### src/rtl/y86_pkg.sv
// Shared Y86-64 encodings and the E->M bubble constant.
package y86_pkg;

   // Instruction codes
   localparam logic [3:0] IHALT   = 4'h0;
   localparam logic [3:0] INOP    = 4'h1;
   localparam logic [3:0] IRRMOVQ = 4'h2;
   localparam logic [3:0] IIRMOVQ = 4'h3;
   localparam logic [3:0] IRMMOVQ = 4'h4;
   localparam logic [3:0] IMRMOVQ = 4'h5;
   localparam logic [3:0] IOPQ    = 4'h6;
   localparam logic [3:0] IJXX    = 4'h7;
   localparam logic [3:0] ICALL   = 4'h8;
   localparam logic [3:0] IRET    = 4'h9;
   localparam logic [3:0] IPUSHQ  = 4'hA;
   localparam logic [3:0] IPOPQ   = 4'hB;

   // ALU function codes (4..F produce zero)
   localparam logic [3:0] ALU_ADD = 4'h0;
   localparam logic [3:0] ALU_SUB = 4'h1;
   localparam logic [3:0] ALU_AND = 4'h2;
   localparam logic [3:0] ALU_XOR = 4'h3;

   // Status codes
   localparam logic [2:0] SAOK = 3'd1;
   localparam logic [2:0] SHLT = 3'd2;
   localparam logic [2:0] SADR = 3'd3;
   localparam logic [2:0] SINS = 3'd4;

   localparam logic [3:0] RNONE = 4'hF;

   // Condition ifun codes for cmovXX / jXX
   localparam logic [3:0] C_YES = 4'h0;
   localparam logic [3:0] C_LE  = 4'h1;
   localparam logic [3:0] C_L   = 4'h2;
   localparam logic [3:0] C_E   = 4'h3;
   localparam logic [3:0] C_NE  = 4'h4;
   localparam logic [3:0] C_GE  = 4'h5;
   localparam logic [3:0] C_G   = 4'h6;

   // Condition-code register reset value {ZF, SF, OF}
   localparam logic [2:0] CC_RESET = 3'b100;

   // Control half of the E->M register; the data fields (valE/valA) are
   // width-parameterized and reset to zero alongside this.
   typedef struct packed {
      logic [2:0] stat;
      logic [3:0] icode;
      logic       cnd;
      logic [3:0] dstE;
      logic [3:0] dstM;
   } em_ctl_t;

   localparam em_ctl_t EM_BUBBLE = '{stat: SAOK, icode: INOP, cnd: 1'b0,
                                     dstE: RNONE, dstM: RNONE};

   // Evaluate a branch/cmov condition against cc = {ZF, SF, OF}
   function automatic logic cond_eval(input logic [3:0] ifun, input logic [2:0] cc);
      logic zf, sf, of;
      zf = cc[2];
      sf = cc[1];
      of = cc[0];
      case (ifun)
         C_YES:   cond_eval = 1'b1;
         C_LE:    cond_eval = (sf ^ of) | zf;
         C_L:     cond_eval = sf ^ of;
         C_E:     cond_eval = zf;
         C_NE:    cond_eval = ~zf;
         C_GE:    cond_eval = ~(sf ^ of);
         C_G:     cond_eval = ~(sf ^ of) & ~zf;
         default: cond_eval = 1'b0;
      endcase
   endfunction

endpackage

### src/rtl/add64bit.sv
// Ripple-carry adder with carry-in; carry-in lets SUB reuse it as B + ~A + 1.
module add64bit #(
   parameter int W = 64
) (
   input  logic [W-1:0] i_a,
   input  logic [W-1:0] i_b,
   input  logic         i_cin,
   output logic [W-1:0] o_sum
);

   logic [W-1:0] w_c;

   assign w_c[0] = i_cin;

   // One full adder per bit; the carry out of the top bit is not needed
   for (genvar g = 0; g < W; g++) begin : g_fa
      assign o_sum[g] = i_a[g] ^ i_b[g] ^ w_c[g];
      if (g < W-1) begin : g_carry
         assign w_c[g+1] = (i_a[g] & i_b[g]) | (w_c[g] & (i_a[g] ^ i_b[g]));
      end
   end

endmodule

### src/rtl/alu64.sv
// Y86-64 ALU: ADD/SUB/AND/XOR with {ZF, SF, OF} flag generation.
module alu64
   import y86_pkg::*;
#(
   parameter int W = 64
) (
   input  logic [W-1:0] i_aluA,
   input  logic [W-1:0] i_aluB,
   input  logic [3:0]   i_alufun,
   output logic [W-1:0] o_valE,
   output logic [2:0]   o_flags
);

   logic         w_sub;
   logic [W-1:0] w_opA;
   logic [W-1:0] w_sum;
   logic         w_of;

   // SUB computes B - A as B + ~A + 1 on the shared adder
   assign w_sub = (i_alufun == ALU_SUB);
   assign w_opA = w_sub ? ~i_aluA : i_aluA;

   add64bit #(.W(W)) u_add (
      .i_a   (w_opA),
      .i_b   (i_aluB),
      .i_cin (w_sub),
      .o_sum (w_sum)
   );

   // Result select and signed-overflow detection per function
   always_comb begin
      o_valE = '0;
      w_of   = 1'b0;
      case (i_alufun)
         ALU_ADD: begin
            o_valE = w_sum;
            w_of   = (i_aluA[W-1] == i_aluB[W-1]) && (w_sum[W-1] != i_aluA[W-1]);
         end
         ALU_SUB: begin
            o_valE = w_sum;
            w_of   = (i_aluA[W-1] != i_aluB[W-1]) && (w_sum[W-1] != i_aluB[W-1]);
         end
         ALU_AND: o_valE = i_aluA & i_aluB;
         ALU_XOR: o_valE = i_aluA ^ i_aluB;
         default: o_valE = '0;
      endcase
   end

   assign o_flags = {(o_valE == '0), o_valE[W-1], w_of};

endmodule

### src/rtl/execute_stage.sv
// Y86-64 execute stage: operand select, ALU, condition codes, E->M register.
module execute_stage
   import y86_pkg::*;
#(
   parameter int W = 64
) (
   input  logic         clk,
   input  logic         reset,
   input  logic [2:0]   E_stat,
   input  logic [3:0]   E_icode,
   input  logic [3:0]   E_ifun,
   input  logic [W-1:0] E_valA,
   input  logic [W-1:0] E_valB,
   input  logic [W-1:0] E_valC,
   input  logic [3:0]   E_dstE,
   input  logic [3:0]   E_dstM,
   input  logic         m_exc,
   input  logic         W_exc,
   input  logic         M_stall,
   input  logic         M_bubble,
   output logic [W-1:0] e_valE,
   output logic [3:0]   e_dstE,
   output logic         e_cnd,
   output logic [2:0]   M_stat,
   output logic [3:0]   M_icode,
   output logic         M_cnd,
   output logic [W-1:0] M_valE,
   output logic [W-1:0] M_valA,
   output logic [3:0]   M_dstE,
   output logic [3:0]   M_dstM,
   output logic [2:0]   cc
);

   logic [W-1:0] w_aluA;
   logic [W-1:0] w_aluB;
   logic [3:0]   w_alufun;
   logic [2:0]   w_flags;
   logic         w_cc_upd;

   logic [2:0]   r_cc;
   em_ctl_t      r_ctl;
   logic [W-1:0] r_valE;
   logic [W-1:0] r_valA;

   // ALU operand A: register value, immediate, or stack-pointer step
   always_comb begin
      w_aluA = '0;
      case (E_icode)
         IRRMOVQ, IOPQ:            w_aluA = E_valA;
         IIRMOVQ, IRMMOVQ, IMRMOVQ: w_aluA = E_valC;
         ICALL, IPUSHQ:            w_aluA = -W'(8);
         IRET, IPOPQ:              w_aluA = W'(8);
         default:                  w_aluA = '0;
      endcase
   end

   // ALU operand B: valB for memory/stack/OPq, zero for moves
   always_comb begin
      w_aluB = '0;
      case (E_icode)
         IRMMOVQ, IMRMOVQ, IOPQ, ICALL, IRET, IPUSHQ, IPOPQ: w_aluB = E_valB;
         default:                                          w_aluB = '0;
      endcase
   end

   assign w_alufun = (E_icode == IOPQ) ? E_ifun : ALU_ADD;

   alu64 #(.W(W)) u_alu (
      .i_aluA   (w_aluA),
      .i_aluB   (w_aluB),
      .i_alufun (w_alufun),
      .o_valE   (e_valE),
      .o_flags  (w_flags)
   );

   // Flags are only committed by a clean OPq; younger excepting stages block it
   assign w_cc_upd = (E_icode == IOPQ) && (E_stat == SAOK) && !m_exc && !W_exc;

   // Condition-code register; independent of E->M stall/bubble
   always_ff @(posedge clk) begin
      if (reset)         r_cc <= CC_RESET;
      else if (w_cc_upd) r_cc <= w_flags;
   end

   assign cc     = r_cc;
   assign e_cnd  = ((E_icode == IRRMOVQ) || (E_icode == IJXX)) ? cond_eval(E_ifun, r_cc) : 1'b0;
   assign e_dstE = ((E_icode == IRRMOVQ) && !e_cnd) ? RNONE : E_dstE;

   // E->M pipeline register: reset > stall (hold) > bubble > load
   always_ff @(posedge clk) begin
      if (reset) begin
         r_ctl  <= EM_BUBBLE;
         r_valE <= '0;
         r_valA <= '0;
      end else if (M_stall) begin
         r_ctl  <= r_ctl;
         r_valE <= r_valE;
         r_valA <= r_valA;
      end else if (M_bubble) begin
         r_ctl  <= EM_BUBBLE;
         r_valE <= '0;
         r_valA <= '0;
      end else begin
         r_ctl  <= '{stat: E_stat, icode: E_icode, cnd: e_cnd, dstE: e_dstE, dstM: E_dstM};
         r_valE <= e_valE;
         r_valA <= E_valA;
      end
   end

   assign M_stat  = r_ctl.stat;
   assign M_icode = r_ctl.icode;
   assign M_cnd   = r_ctl.cnd;
   assign M_dstE  = r_ctl.dstE;
   assign M_dstM  = r_ctl.dstM;
   assign M_valE  = r_valE;
   assign M_valA  = r_valA;

endmodule

### config.mk
export PLATFORM = sky130hd
export DESIGN_NAME = execute_stage
export DESIGN_NICKNAME = d
export VERILOG_FILES = /design/src/rtl/y86_pkg.sv /design/src/rtl/add64bit.sv /design/src/rtl/alu64.sv /design/src/rtl/execute_stage.sv
export SDC_FILE = /design/constraint.sdc
export NUM_CORES = 1
export LEC_CHECK = 0
export CAP_MARGIN = 40
export CORE_MARGIN = 4
export CORE_UTILIZATION = 40
export CTS_CLUSTER_DIAMETER = 60
export DETAILED_ROUTE_END_ITERATION = 12
export DONT_BUFFER_PORTS = 1
export GPL_ROUTABILITY_DRIVEN = 0
export MAX_ROUTING_LAYER = met4
export SYNTH_ARGS = -nofsm -noshare
export SYNTH_HDL_FRONTEND = slang
export SYNTH_SLANG_ARGS = --single-unit
### constraint.sdc
create_clock -name clk -period 101.3 [get_ports clk]
set_input_delay 20.26 -clock clk [delete_from_list [all_inputs] [get_ports clk]]
set_output_delay 20.26 -clock clk [all_outputs]
set_load 0.01 [all_outputs]
== Yosys cells after proc, flatten, opt, wreduce, memory -nomap -nowiden ==
Index checks and enable logic that the tools add are counted.
Operators by class
  $add $sub $neg: 0
  multipliers: 0
  divide/modulo/power cells: 0
  $lt $le $gt $ge: 0
  equal/unequal tests: 24
  shifts and indexed selects: 0
  multiplexer cells: 12
  bitwise operators: 325
  reduce and logical (&&, ||, !) cells: 19
Operators with widths (count)
  $mux 64: 4
  $pmux 64 s4: 1
  $pmux 64 s3: 1
  $xor 1x1->1: 129
  $and 1x1->1: 127
  $and 64x64->64: 1
  $logic_not 64->1: 1
  $not 64->64: 1
  $or 1x1->1: 64
  $xor 64x64->64: 1
  $eq 4x3->1 const B: 7
  $eq 4x2->1 const B: 6
  $eq 4x4->1 const B: 4
  $mux 16: 1
  $eq 4x1->1 const B: 2
  $logic_not 4->1: 2
  $mux 4: 2
  $reduce_or 2->1: 4
  $pmux 1 s7: 1
  $reduce_or 7->1: 1
  $logic_and 1x1->1: 6
  $eq 3x1->1 const B: 1
  $logic_not 1->1: 3
  $ne 1x1->1: 3
  6 further kinds: 7
Storage, ports and cells
  register bits after elaboration: 147
  bits in latches: 0
  memory bits (writable): 0
  ROM bits: 0
  bits of input ports: 217
  output and inout port bits: 216
  logic and storage cells: 388
  memories kept: 0

== Logic depth before layout (Yosys ltp) ==
Gate-level depths: netlist of the first run.
  depth after elaboration: 136
  mapped depth: 77
  mapped depth without buffers: 75

== Hierarchy ==
From an unflattened synthesis of the first run, not the netlist that was laid out.
Second synthesis, totals
  cell total of the unflattened synthesis: 1290
  area total of the unflattened synthesis: 11364.6 µm²
Modules (own cells, without submodules)
  execute_stage: instances 1, cells an instance 769, area each 6626.4 µm², sequential area each 2942.8 µm²
  alu64: instances 1, cells an instance 452, area each 3434.5 µm², sequential area each 0.0 µm²
  add64bit: instances 1, cells an instance 69, area each 1303.8 µm², sequential area each 0.0 µm²

== Least setup slack after synthesis of the first run ==
No wires, ideal clock.
  path type: input port to output port
  from: input port E_ifun[0]
  to: output port e_valE[63]
  arrival: 50171 ps
  data required time: 81040 ps
  setup slack: 30869 ps
  cell stages on the path: 74
  buffers on the path: 5
  cells stage by stage: buf_2 buf_2 nand3_1 clkbuf_1 clkbuf_1 o21ai_0 fa_1 fa_1 fa_1 fa_1 fa_1 fa_1 fa_1 fa_1 fa_1 fa_1 fa_1 fa_1 [38 not listed] fa_1 fa_1 fa_1 fa_1 fa_1 fa_1 fa_1 fa_1 fa_1 fa_1 inv_1 fa_1 fa_1 nor3_1 a221oi_1 xor2_1 o22ai_1 buf_4
On the way
  cells in the longest elaborated chain, start to end: 132
RTL lines
  from (decl): line execute_stage.sv:11  | input logic [3:0] E_ifun,
  $mux 4 (*): line execute_stage.sv:66  | assign w_alufun = (E_icode == IOPQ) ? E_ifun : ALU_ADD;
  $eq 4x1->1: line alu64.sv:20, alu64.sv:34
  $mux 64: line alu64.sv:21  | assign w_opA = w_sub ? ~i_aluA : i_aluA;
  $xor 1x1->1: line add64bit.sv:19  | assign w_c[g+1] = (i_a[g] & i_b[g]) | (w_c[g] & (i_a[g] ^ i_b[g]));
  $and 1x1->1: line add64bit.sv:19
  $or 1x1->1: line add64bit.sv:19
  $and 1x1->1: line add64bit.sv:19
  $or 1x1->1: line add64bit.sv:19
  [116 not listed]
  $and 1x1->1: line add64bit.sv:19
  $or 1x1->1: line add64bit.sv:19
  $and 1x1->1: line add64bit.sv:19
  $or 1x1->1: line add64bit.sv:19
  $and 1x1->1: line add64bit.sv:19
  $or 1x1->1: line add64bit.sv:19
  $xor 1x1->1: line add64bit.sv:17  | assign o_sum[g] = i_a[g] ^ i_b[g] ^ w_c[g];
  $pmux 64 s3 (*): line alu64.sv:34  | case (i_alufun)
  to (decl): line execute_stage.sv:21  | output logic [W-1:0] e_valE,
Every way passes the cells marked *; elsewhere a longest branch is shown, timed or not.

== Final worst setup path of the first run ==
  from: input port E_ifun[3]
  to: output port e_valE[63]
Same word-level chain as after synthesis.

==> flow_metrics.py, run 1 <==
metrics = {
    "cts": {
        "clk_pin_slew_ns": 0.08,
        "cts_max_level": 4,
        "cts_sinks": 147,
        "cts_hold_buffers": 0,
        "cts_resized": 0,
        "cts_root_buffer": "clkbuf_16",
        "cts_setup_buffers": 0,
        "clock_latency_ns": 0.43,
        "cts_buffer_depth": 2,
        "cts_tree": "built",
        "numCtsBuffers": 17,
    },
    "setup_path": {
        "max_stage_delay_ns": 0.63,
        "crit_type": "in -> out",
        "worstSetupStartpointType": "input port",
        "worstPathArrival_ns": 51.44,
        "cp.buffers_inverters": 1,
        "endpoint_kind": "output port",
        "crit_family": "adder cells",
        "worstPathRequired_ns": 81.04,
        "rr_startpoint": "cc[1]",
        "path_max_fanout": 36,
        "r2r_cells": 7,
        "r2r_slack_ns": 99.12,
        "timing.critical_path.mode_cell": "fa_1",
        "cpMaxStageDelayCell": "nand3_4",
        "rr_endpoint": "M_dstE[3]",
    },
    "sta": {
        "final.setup_skew_ns": 0.0136,
        "worstMarginPinSlew_ns": 0.882,
        "rsz0062_at_grt": "false",
        "finalHoldViolations": 0,
        "relSlewSlack": 0.412,
        "period_share": 0.708,
        "fin_crit_ns": 71.70,
        "setup-tns-final_ns": 0,
        "fmax_mhz": 13.9,
        "drv_slew": 0,
        "setup_violations": 0,
    },
    "detailed_routing": {
        "wl_per_cell_um": 26.8,
        "drtIter0Drc": 647,
        "viasPerCell": 6.15,
        "vias": 9568,
        "drc": 0,
        "drtPass1Iterations": 7,
        "postRouteAntennaNets": 0,
        "wirelength_um": 41800,
    },
    "grt": {
        "grt_start_max_net_pins": 208,
        "grt_pass1_wl_um": 62500,
        "gr-usage-met2": 0.452,
        "grt.overflow.total": 0,
        "antenna_found_initial": 9,
        "track_usage": 0.275,
        "first_global_vias": 9598,
        "grt_use_met3": 0.0805,
        "busiest_layer": "met2",
        "use_met1": 0.329,
    },
    "synthesis": {
        "synth-async-reset-ratio": 0,
        "ys_types": 54,
        "synth_compound_area_frac": 0.192,
        "synth_edf_count": 0,
        "seq_area_frac_synth": 0.266,
        "yosys-mux-area-fraction": 0.0588,
        "syn_area_per_cell_sq_um": 8.87,
        "synthCells": 1246,
        "synth-seq-cells": 147,
        "synth_nets": 1589,
        "syn_area_sq_mm": 0.0111,
        "yosys.area_share.simple": 0.200,
        "synth-adder-area-share": 0.185,
        "synth_flop_cell": "dfxtp_1",
        "synth-xor-area-share": 0.0531,
        "synth_warnings": 0,
        "synth_top_family_by_area": "simple AND/OR/NAND/NOR gates",
    },
    "finish": {
        "fin_cells": 1556,
        "postLayoutCellArea_sq_mm": 0.0118,
        "nNetsFinal": 1506,
        "syn_to_final_growth_pct": 6.63,
        "final_util": 0.435,
        "drive_gt1_frac": 0.0476,
    },
    "die": {
        "core_sq_mm": 0.0271,
        "initial_utilization": 0.408,
        "die_w_um": 174,
        "die-area_sq_mm": 0.0304,
        "die_h_um": 174,
        "num_rows": 60,
        "ioPinCount": 433,
    },
    "power_and_ir_drop": {
        "p_total_mw": 0.177,
        "switching_share": 0.355,
        "combPwrFrac": 0.270,
        "switching_power_mw": 0.0627,
        "worst_ir_drop_vdd_mv": 0.00758,
        "intPower_mw": 0.114,
        "clockPowerShare": 0.370,
        "power.density_mw_per_mm2": 15.0,
        "power_frac_seq": 0.360,
        "p_leak_nw": 4.68,
    },
    "place": {
        "place_area_sq_mm": 0.0112,
        "placedCellCount": 1516,
        "port_buffers": 0,
        "place_hpwl_um": 31300,
    },
    "worst_hold_path": {
        "holdPathStages": 2,
        "hp-class": "reg -> reg",
        "min_to": "M_valA[53]",
        "hp-start": "M_valA[53]",
    },
    "status": {
        "outcome": "finished, final reports clean",
    },
    "job": {
        "maxCapViolations": 0,
    },
}
==> metrics by stage <==
| stage | worst slack, ns | hold slack (ns) |
|---|---|---|
| after floorplan | 30.87 | 0.498 |
| after global placement | 29.98 | 0.544 |
| after detailed placement | 29.53 | 0.548 |
| after CTS | 29.49 | 0.562 |
| after global routing | 28.46 | 0.584 |
| final | 29.60 | 0.568 |
==> layout make-up <==
type                    instances  area [sq um]
repair buffers                 12          87.6
well taps                     372           465
clock inverters                14           148
multi-input cells             976          7650
flip-flops and latches        147          2940
inverters                       9          33.8
fillers                      2649         15300
diodes                          8          20.0
clock buffers                  18           439
==> worst min-delay path, cell delays in order (launching register included) <==
cell and delay [ns]:
dfxtp_1 0.35, a21oi_1 0.13, nor2_1 0.05
==> sequential cells by signal (all words and copies together), names as in the netlist <==
register and count:
M_stat 3, M_dstM 4, M_icode 4, M_valE 64, M_cnd 1, M_valA 64
cc 3, M_dstE 4
==> cells in the final DEF, fill, tap and decap left out, drive strengths merged, types with 4 or more instances in the layout <==
master and count:
mux2i 65, nand4 5, nand3 5, xnor2 64, o22ai 10, o21ai 51
a221o 59, a22oi 68, fa 62, ha 64, clkinv 6, inv 13
nor2b 4, diode 8, nor2 147, nand2 57, clkbuf 18, o2bb2ai 16
nand2b 11, nor3b 70, dfxtp 147, and2 63, or4 4, nor3 7
o32a 4, a21oi 74, nor4 32, buf 12
==> worst max path at each step <==
stage | start | to | slack, ns | cells past startpoint
3_5_place_dp | E_ifun[3] | e_valE[63] | 29.53 | 70
3_3_place_gp | E_ifun[3] | e_valE[63] | 29.98 | 70
6_report | E_ifun[3] | e_valE[63] | 29.60 | 70
5_1_grt | E_ifun[3] | e_valE[63] | 28.46 | 70
2_1_floorplan | E_ifun[0] | e_valE[63] | 30.87 | 74
4_1_cts | E_ifun[3] | e_valE[63] | 29.49 | 70
==> layer usage <==
metal | part of all wire | wire (um) | up-vias
met4 | 0.024 | 992 | 0
met3 | 0.088 | 3680 | 60
li1 | - | - | 4372
met5 | 0 | 0 | -
met2 | 0.49 | 20600 | 458
met1 | 0.40 | 16500 | 4678
==> synth_stat cells (2+ instances only) <==
cell type	instances	area, sq um
a211oi_1	2	15.0
a21oi_1	74	370
a221o_1	59	591
a22o_1	2	17.5
a22oi_1	68	510
a311oi_1	2	17.5
a31oi_1	2	12.5
a41oi_1	2	17.5
and2_1	63	394
buf_1	4	15.0
buf_2	19	95.1
buf_4	2	15.0
clkbuf_1	88	330
dfxtp_1	147	2940
fa_1	62	1240
ha_1	64	801
inv_1	8	30.0
mux2i_1	65	651
nand2_1	57	214
nand2b_1	11	68.8
nand3_1	5	25.0
nand4_1	5	31.3
nor2_1	147	552
nor2b_1	4	25.0
nor3_1	7	35.0
nor3b_1	69	518
nor4_1	32	200
nor4b_1	2	17.5
nor4bb_1	2	20.0
o211ai_1	3	22.5
o21ai_0	50	250
o22ai_1	10	62.6
o2bb2ai_1	16	140
o32a_1	4	40.0
or2_2	2	12.5
or4_1	4	30.0
xnor2_1	64	561
xor2_1	3	26.3
==> power groups by stage <==
stage                     clock [mW]  sequential (mW)  combinational, mW
after CTS                     0.0666           0.0636             0.0479
after floorplan                    0           0.0642             0.0368
after detailed placement           0           0.0649             0.0477
after global routing          0.0686           0.0638             0.0528
after global placement             0           0.0649             0.0468
final                         0.0653           0.0635             0.0477
==> kinds of logic after synthesis <==
family | Yosys count
AND/OR/NAND/NOR | 417
AO/OA/AOI/OAI | 301
buffers and inverters | 123
XOR/XNOR | 67
flip-flops | 147
multiplexers | 65
adder cells (fa/ha/maj) | 126
Power figures use the tool's default switching activity.
==> run 2, diff against run 1 <==
==> constraint.sdc (replaced) <==
create_clock -name clk -period 62.1 [get_ports clk]
set_input_delay 12.42 -clock clk [delete_from_list [all_inputs] [get_ports clk]]
set_output_delay 12.42 -clock clk [all_outputs]
set_load 0.01 [all_outputs]
==> run 2 against run 1 <==
Final cell count unchanged; total power increased by 61%; combinational power increased by 63%; non-clock buffer count unchanged; critical path depth unchanged; sequential power increased by 64%; clock skew decreased by 0.0055 ns; worst hold slack about the same; first-iteration DRC count decreased by 8.5%; register-to-register slack got worse by 39 ns; final area decreased by 0.22%.
==> flow_metrics.py, run 2 (synthesis gave the netlist of run 1 again) <==
metrics = {
    "detailed_routing": {
        "postRouteAntennaNets": 0,
        "drtPass1Iterations": 5,
        "wirelength_um": 41800,
        "wl_per_cell_um": 26.9,
        "drtIter0Drc": 592,
        "drc": 0,
        "vias": 9539,
        "viasPerCell": 6.13,
    },
    "sta": {
        "drv_slew": 0,
        "fmax_mhz": 17.9,
        "rsz0062_at_grt": "false",
        "relSlewSlack": 0.396,
        "final.setup_skew_ns": 0.00811,
        "period_share": 0.900,
        "setup_ws_ns": 6.22,
        "setup_violations": 0,
        "fin_crit_ns": 55.88,
        "setup-tns-final_ns": 0,
        "worstMarginPinSlew_ns": 0.896,
        "finalHoldViolations": 0,
    },
    "setup_path": {
        "worstSetupStartpointType": "input port",
        "r2r_slack_ns": 59.91,
        "timing.critical_path.mode_cell": "fa_1",
        "cp.buffers_inverters": 1,
        "rr_startpoint": "cc[1]",
        "worstPathRequired_ns": 49.68,
        "rr_endpoint": "M_dstE[3]",
        "worstPathArrival_ns": 43.46,
        "path_depth": 70,
        "max_stage_delay_ns": 0.61,
        "crit_family": "adder cells",
        "cpMaxStageDelayCell": "nand3_4",
        "crit_type": "in -> out",
        "endpoint_kind": "output port",
        "r2r_cells": 7,
        "path_max_fanout": 36,
    },
    "worst_hold_path": {
        "min_to": "M_valA[53]",
        "hp-start": "M_valA[53]",
        "holdPathStages": 2,
        "hp-class": "reg -> reg",
    },
    "grt": {
        "track_usage": 0.274,
        "grt_pass1_wl_um": 62200,
        "first_global_vias": 9641,
        "grt_start_max_net_pins": 208,
        "antenna_found_initial": 8,
        "grt.overflow.total": 0,
    },
    "die": {
        "num_rows": 60,
        "initial_utilization": 0.408,
        "die-area_sq_mm": 0.0304,
        "die_w_um": 174,
        "ioPinCount": 433,
        "die_h_um": 174,
        "core_sq_mm": 0.0271,
    },
    "status": {
        "outcome": "finished, final reports clean",
    },
    "place": {
        "preCtsSetupSlack_ns": 6.11,
        "port_buffers": 0,
        "place_hpwl_um": 31300,
    },
    "finish": {
        "final_cell_mix": "dfxtp_1 (147), nor2_1 (146), a21oi_1 (74)",
        "final_common_cell": "dfxtp_1",
        "syn_to_final_growth_pct": 6.39,
        "final_util": 0.434,
        "drive_gt1_frac": 0.0476,
        "nNetsFinal": 1506,
    },
    "cts": {
        "cts_hold_buffers": 0,
        "cts_resized": 0,
        "cts_sinks": 147,
        "numCtsBuffers": 17,
        "clock_latency_ns": 0.43,
        "clk_pin_slew_ns": 0.08,
        "cts_buffer_depth": 2,
        "cts_tree": "built",
        "cts_root_buffer": "clkbuf_16",
        "cts_max_level": 4,
        "cts_setup_buffers": 0,
    },
    "job": {
        "maxCapViolations": 0,
    },
    "power_and_ir_drop": {
        "p_total_mw": 0.284,
        "worst_ir_drop_vdd_mv": 0.0168,
        "power.density_mw_per_mm2": 24.1,
        "p_leak_nw": 4.66,
    },
}
[run 2: layout make-up]
cell class | count | area (sq um)
repair buffers | 12 | 87.6
inverters | 9 | 33.8
clock inverters | 14 | 121
fillers | 2664 | 15300
well taps | 372 | 465
clock buffers | 18 | 439
diodes | 8 | 20.0
multi-input cells | 976 | 7650
flip-flops and latches | 147 | 2940
[run 2: report_power, final]
part           total, mW  internal, mW  leakage [nW]  switching (mW)
Clock              0.102        0.0535         0.260          0.0488
Combinational     0.0778        0.0295          3.20          0.0482
Sequential         0.104        0.0985          1.20         0.00512
Total              0.284         0.182          4.66           0.102
[run 2: how the worst max path moves through the flow]
stage                   start    endpoint  slack (ns)
floorplan           E_ifun[0]  e_valE[63]        7.35
detailed placement  E_ifun[3]  e_valE[63]        6.11
global placement    E_ifun[3]  e_valE[63]        6.46
CTS                 E_ifun[3]  e_valE[63]        6.06
global route        E_ifun[3]  e_valE[63]        5.15
finish              E_ifun[3]  e_valE[63]        6.22
[run 2: per-layer routing]
| metal | vias up | share of wire | track usage |
|---|---|---|---|
| met5 | - | 0 | - |
| met1 | 4658 | 0.40 | 0.329 |
| met2 | 447 | 0.49 | 0.447 |
| met4 | 0 | 0.028 | 0.0887 |
| li1 | 4374 | - | - |
| met3 | 60 | 0.082 | 0.0757 |
[run 2: stage by stage]
step / instances / hold WS (ns) / area [sq um]
floorplan: 1246 / 0.498 / 11100
global placement: 1514 / 0.544 / 11200
detailed placement: 1516 / 0.547 / 11200
CTS: 1548 / 0.563 / 11700
global route: 1556 / 0.585 / 11800
finish: 1556 / 0.568 / 11800
[run 2: worst reg2reg max path: stages (launching register included)]
cell	delay, ns
dfxtp_1	0.50
xnor2_1	0.21
mux2i_1	0.21
o211ai_1	0.09
a21oi_1	0.43
or3b_2	0.29
nand2b_1	0.16
o32a_1	0.20
==> run 3, diff against run 2 <==
--- a/config.mk
+++ b/config.mk
@@ -6,6 +6,8 @@
 export NUM_CORES = 1
 export LEC_CHECK = 0
 export CAP_MARGIN = 40
+export CELL_PAD_IN_SITES_DETAIL_PLACEMENT = 1
+export CELL_PAD_IN_SITES_GLOBAL_PLACEMENT = 1
 export CORE_MARGIN = 4
 export CORE_UTILIZATION = 40
 export CTS_CLUSTER_DIAMETER = 60
@@ -13,6 +15,7 @@
 export DONT_BUFFER_PORTS = 1
 export GPL_ROUTABILITY_DRIVEN = 0
 export MAX_ROUTING_LAYER = met4
+export PLACE_DENSITY_LB_ADDON = 0.1
 export SYNTH_ARGS = -nofsm -noshare
 export SYNTH_HDL_FRONTEND = slang
 export SYNTH_SLANG_ARGS = --single-unit
==> run 3 against run 2 <==
Sequential cell count stayed put; die area stayed put; utilization is 0.30 points higher; fmax is 0.14% lower; global-route usage is 0.92 points higher; final cell count is 0.71% higher; first-iteration DRC count is 6.6% lower; clock-buffer cell count is 1 higher; non-clock buffer count is 2 higher.
==> flow_metrics.py, run 3 (synthesis gave the netlist of run 1 again) <==
metrics = {
    "finish": {
        "syn_to_final_growth_pct": 7.13,
        "fill_cells": 3106,
        "drive_gt1_frac": 0.0475,
        "final_common_cell": "dfxtp_1",
        "ff_latch_area_sq_mm": 0.00294,
        "final_cell_mix": "dfxtp_1 (147), nor2_1 (146), a21oi_1 (74)",
        "nNetsFinal": 1508,
        "fin_cells": 1567,
        "postLayoutCellArea_sq_mm": 0.0118,
        "multi_input_area_sq_mm": 0.00765,
    },
    "cts": {
        "cts_setup_buffers": 0,
        "cts_tree": "built",
        "numCtsBuffers": 17,
        "clk_pin_slew_ns": 0.06,
        "cts_sinks": 147,
        "cts_max_level": 4,
        "cts_hold_buffers": 0,
        "cts_root_buffer": "clkbuf_16",
        "cts_resized": 0,
        "clock_latency_ns": 0.45,
        "cts_buffer_depth": 2,
    },
    "setup_path": {
        "endpoint_kind": "output port",
        "timing.critical_path.mode_cell": "fa_1",
        "path_max_fanout": 37,
        "worstPathArrival_ns": 43.53,
        "crit_type": "in -> out",
        "cpMaxStageDelayCell": "nand3_4",
        "worstPathRequired_ns": 49.68,
        "worstSetupStartpointType": "input port",
        "max_stage_delay_ns": 0.63,
    },
    "grt": {
        "antenna_found_initial": 20,
        "grt_pass1_wl_um": 64400,
        "track_usage": 0.283,
        "first_global_vias": 9941,
        "grt.overflow.total": 0,
        "grt_start_max_net_pins": 208,
    },
    "detailed_routing": {
        "wirelength_um": 43700,
        "drtIter0Drc": 553,
        "drtPass1Iterations": 5,
        "postRouteAntennaNets": 0,
        "viasPerCell": 6.09,
        "drc": 0,
        "wl_per_cell_um": 27.9,
        "vias": 9544,
    },
    "place": {
        "place_hpwl_um": 32700,
        "place_area_sq_mm": 0.0112,
        "port_buffers": 0,
        "placedCellCount": 1518,
    },
    "sta": {
        "fin_crit_ns": 55.95,
        "setup_violations": 0,
        "setup-tns-final_ns": 0,
        "finalHoldViolations": 0,
        "drv_slew": 0,
        "rsz0062_at_grt": "false",
        "final.setup_skew_ns": 0.0139,
        "fmax_mhz": 17.9,
        "worstMarginPinSlew_ns": 0.949,
        "period_share": 0.901,
        "relSlewSlack": 0.361,
        "holdWs_ns": 0.546,
    },
    "die": {
        "die-area_sq_mm": 0.0304,
        "num_rows": 60,
        "core_sq_mm": 0.0271,
        "die_w_um": 174,
        "initial_utilization": 0.408,
        "die_h_um": 174,
        "ioPinCount": 433,
    },
    "power_and_ir_drop": {
        "p_leak_nw": 4.70,
        "power.density_mw_per_mm2": 24.9,
        "p_total_mw": 0.295,
        "worst_ir_drop_vdd_mv": 0.0127,
    },
    "worst_hold_path": {
        "hp-class": "reg -> reg",
    },
    "job": {
        "maxCapViolations": 0,
    },
    "status": {
        "outcome": "finished, final reports clean",
    },
}
-- run 3: changes by cell type in the layout (fill, tap and decap cells not counted), sizes merged --
cell / change
diode: +9
bufinv: +3
clkinvlp: -3
buf: +2
inv: -2
clkbuf: +1
clkinv: +1
-- run 3: critical path, delay by kind of cell --
kind / cells / cell delay (ns)
buffers and inverters: 1 / 0.09
XOR/XNOR: 2 / 0.49
adder cells (fa/ha/maj): 62 / 28.40
AND/OR/NAND/NOR: 3 / 1.29
AO/OA/AOI/OAI: 2 / 0.81
-- run 3: power by group --
group          switching [mW]  total [mW]  internal, mW  leakage [nW]
Clock                  0.0486       0.113        0.0641         0.291
Sequential            0.00519       0.104        0.0985          1.20
Combinational          0.0486      0.0784        0.0298          3.21
Total                   0.102       0.295         0.192          4.70
-- run 3: through the flow --
step	utilization	setup WS [ns]
6_report	0.437	6.15
5_1_grt	0.437	4.95
4_1_cts	0.436	5.93
3_5_place_dp	0.413	6.02
3_3_place_gp	0.412	6.35
2_1_floorplan	-	7.35
-- run 3: final cells by class --
class / instances / share of cell area
Sequential cell: 147 / 0.248
Clock buffer: 19 / 0.0365
Antenna cell: 17 / 0.00359
Timing Repair Buffer: 14 / 0.00845
Inverter: 9 / 0.00285
Clock inverter: 13 / 0.0147
Tap cell: 372 / 0.0393
Multi-Input combinational cell: 976 / 0.646
-- run 3: worst paths after layout --
kind | startpoint | endpoint | slack [ns] | cells past startpoint
worst max-delay path | E_ifun[3] | e_valE[63] | 6.15 | 70
worst max register to register | cc[0] | M_dstE[3] | 59.78 | 7
worst min register to register | cc[1] | cc[1] | 0.55 | 2
worst min-delay path | cc[1] | cc[1] | 0.55 | 2
-- run 3: layer usage --
metal | up-vias | wire, um | share of wire | GRT usage
li1 | 4380 | - | - | -
met1 | 4784 | 18300 | 0.42 | 0.340
met2 | 341 | 21300 | 0.49 | 0.469
met3 | 39 | 3340 | 0.076 | 0.0885
met4 | 0 | 707 | 0.016 | 0.0633
met5 | - | 0 | 0 | -
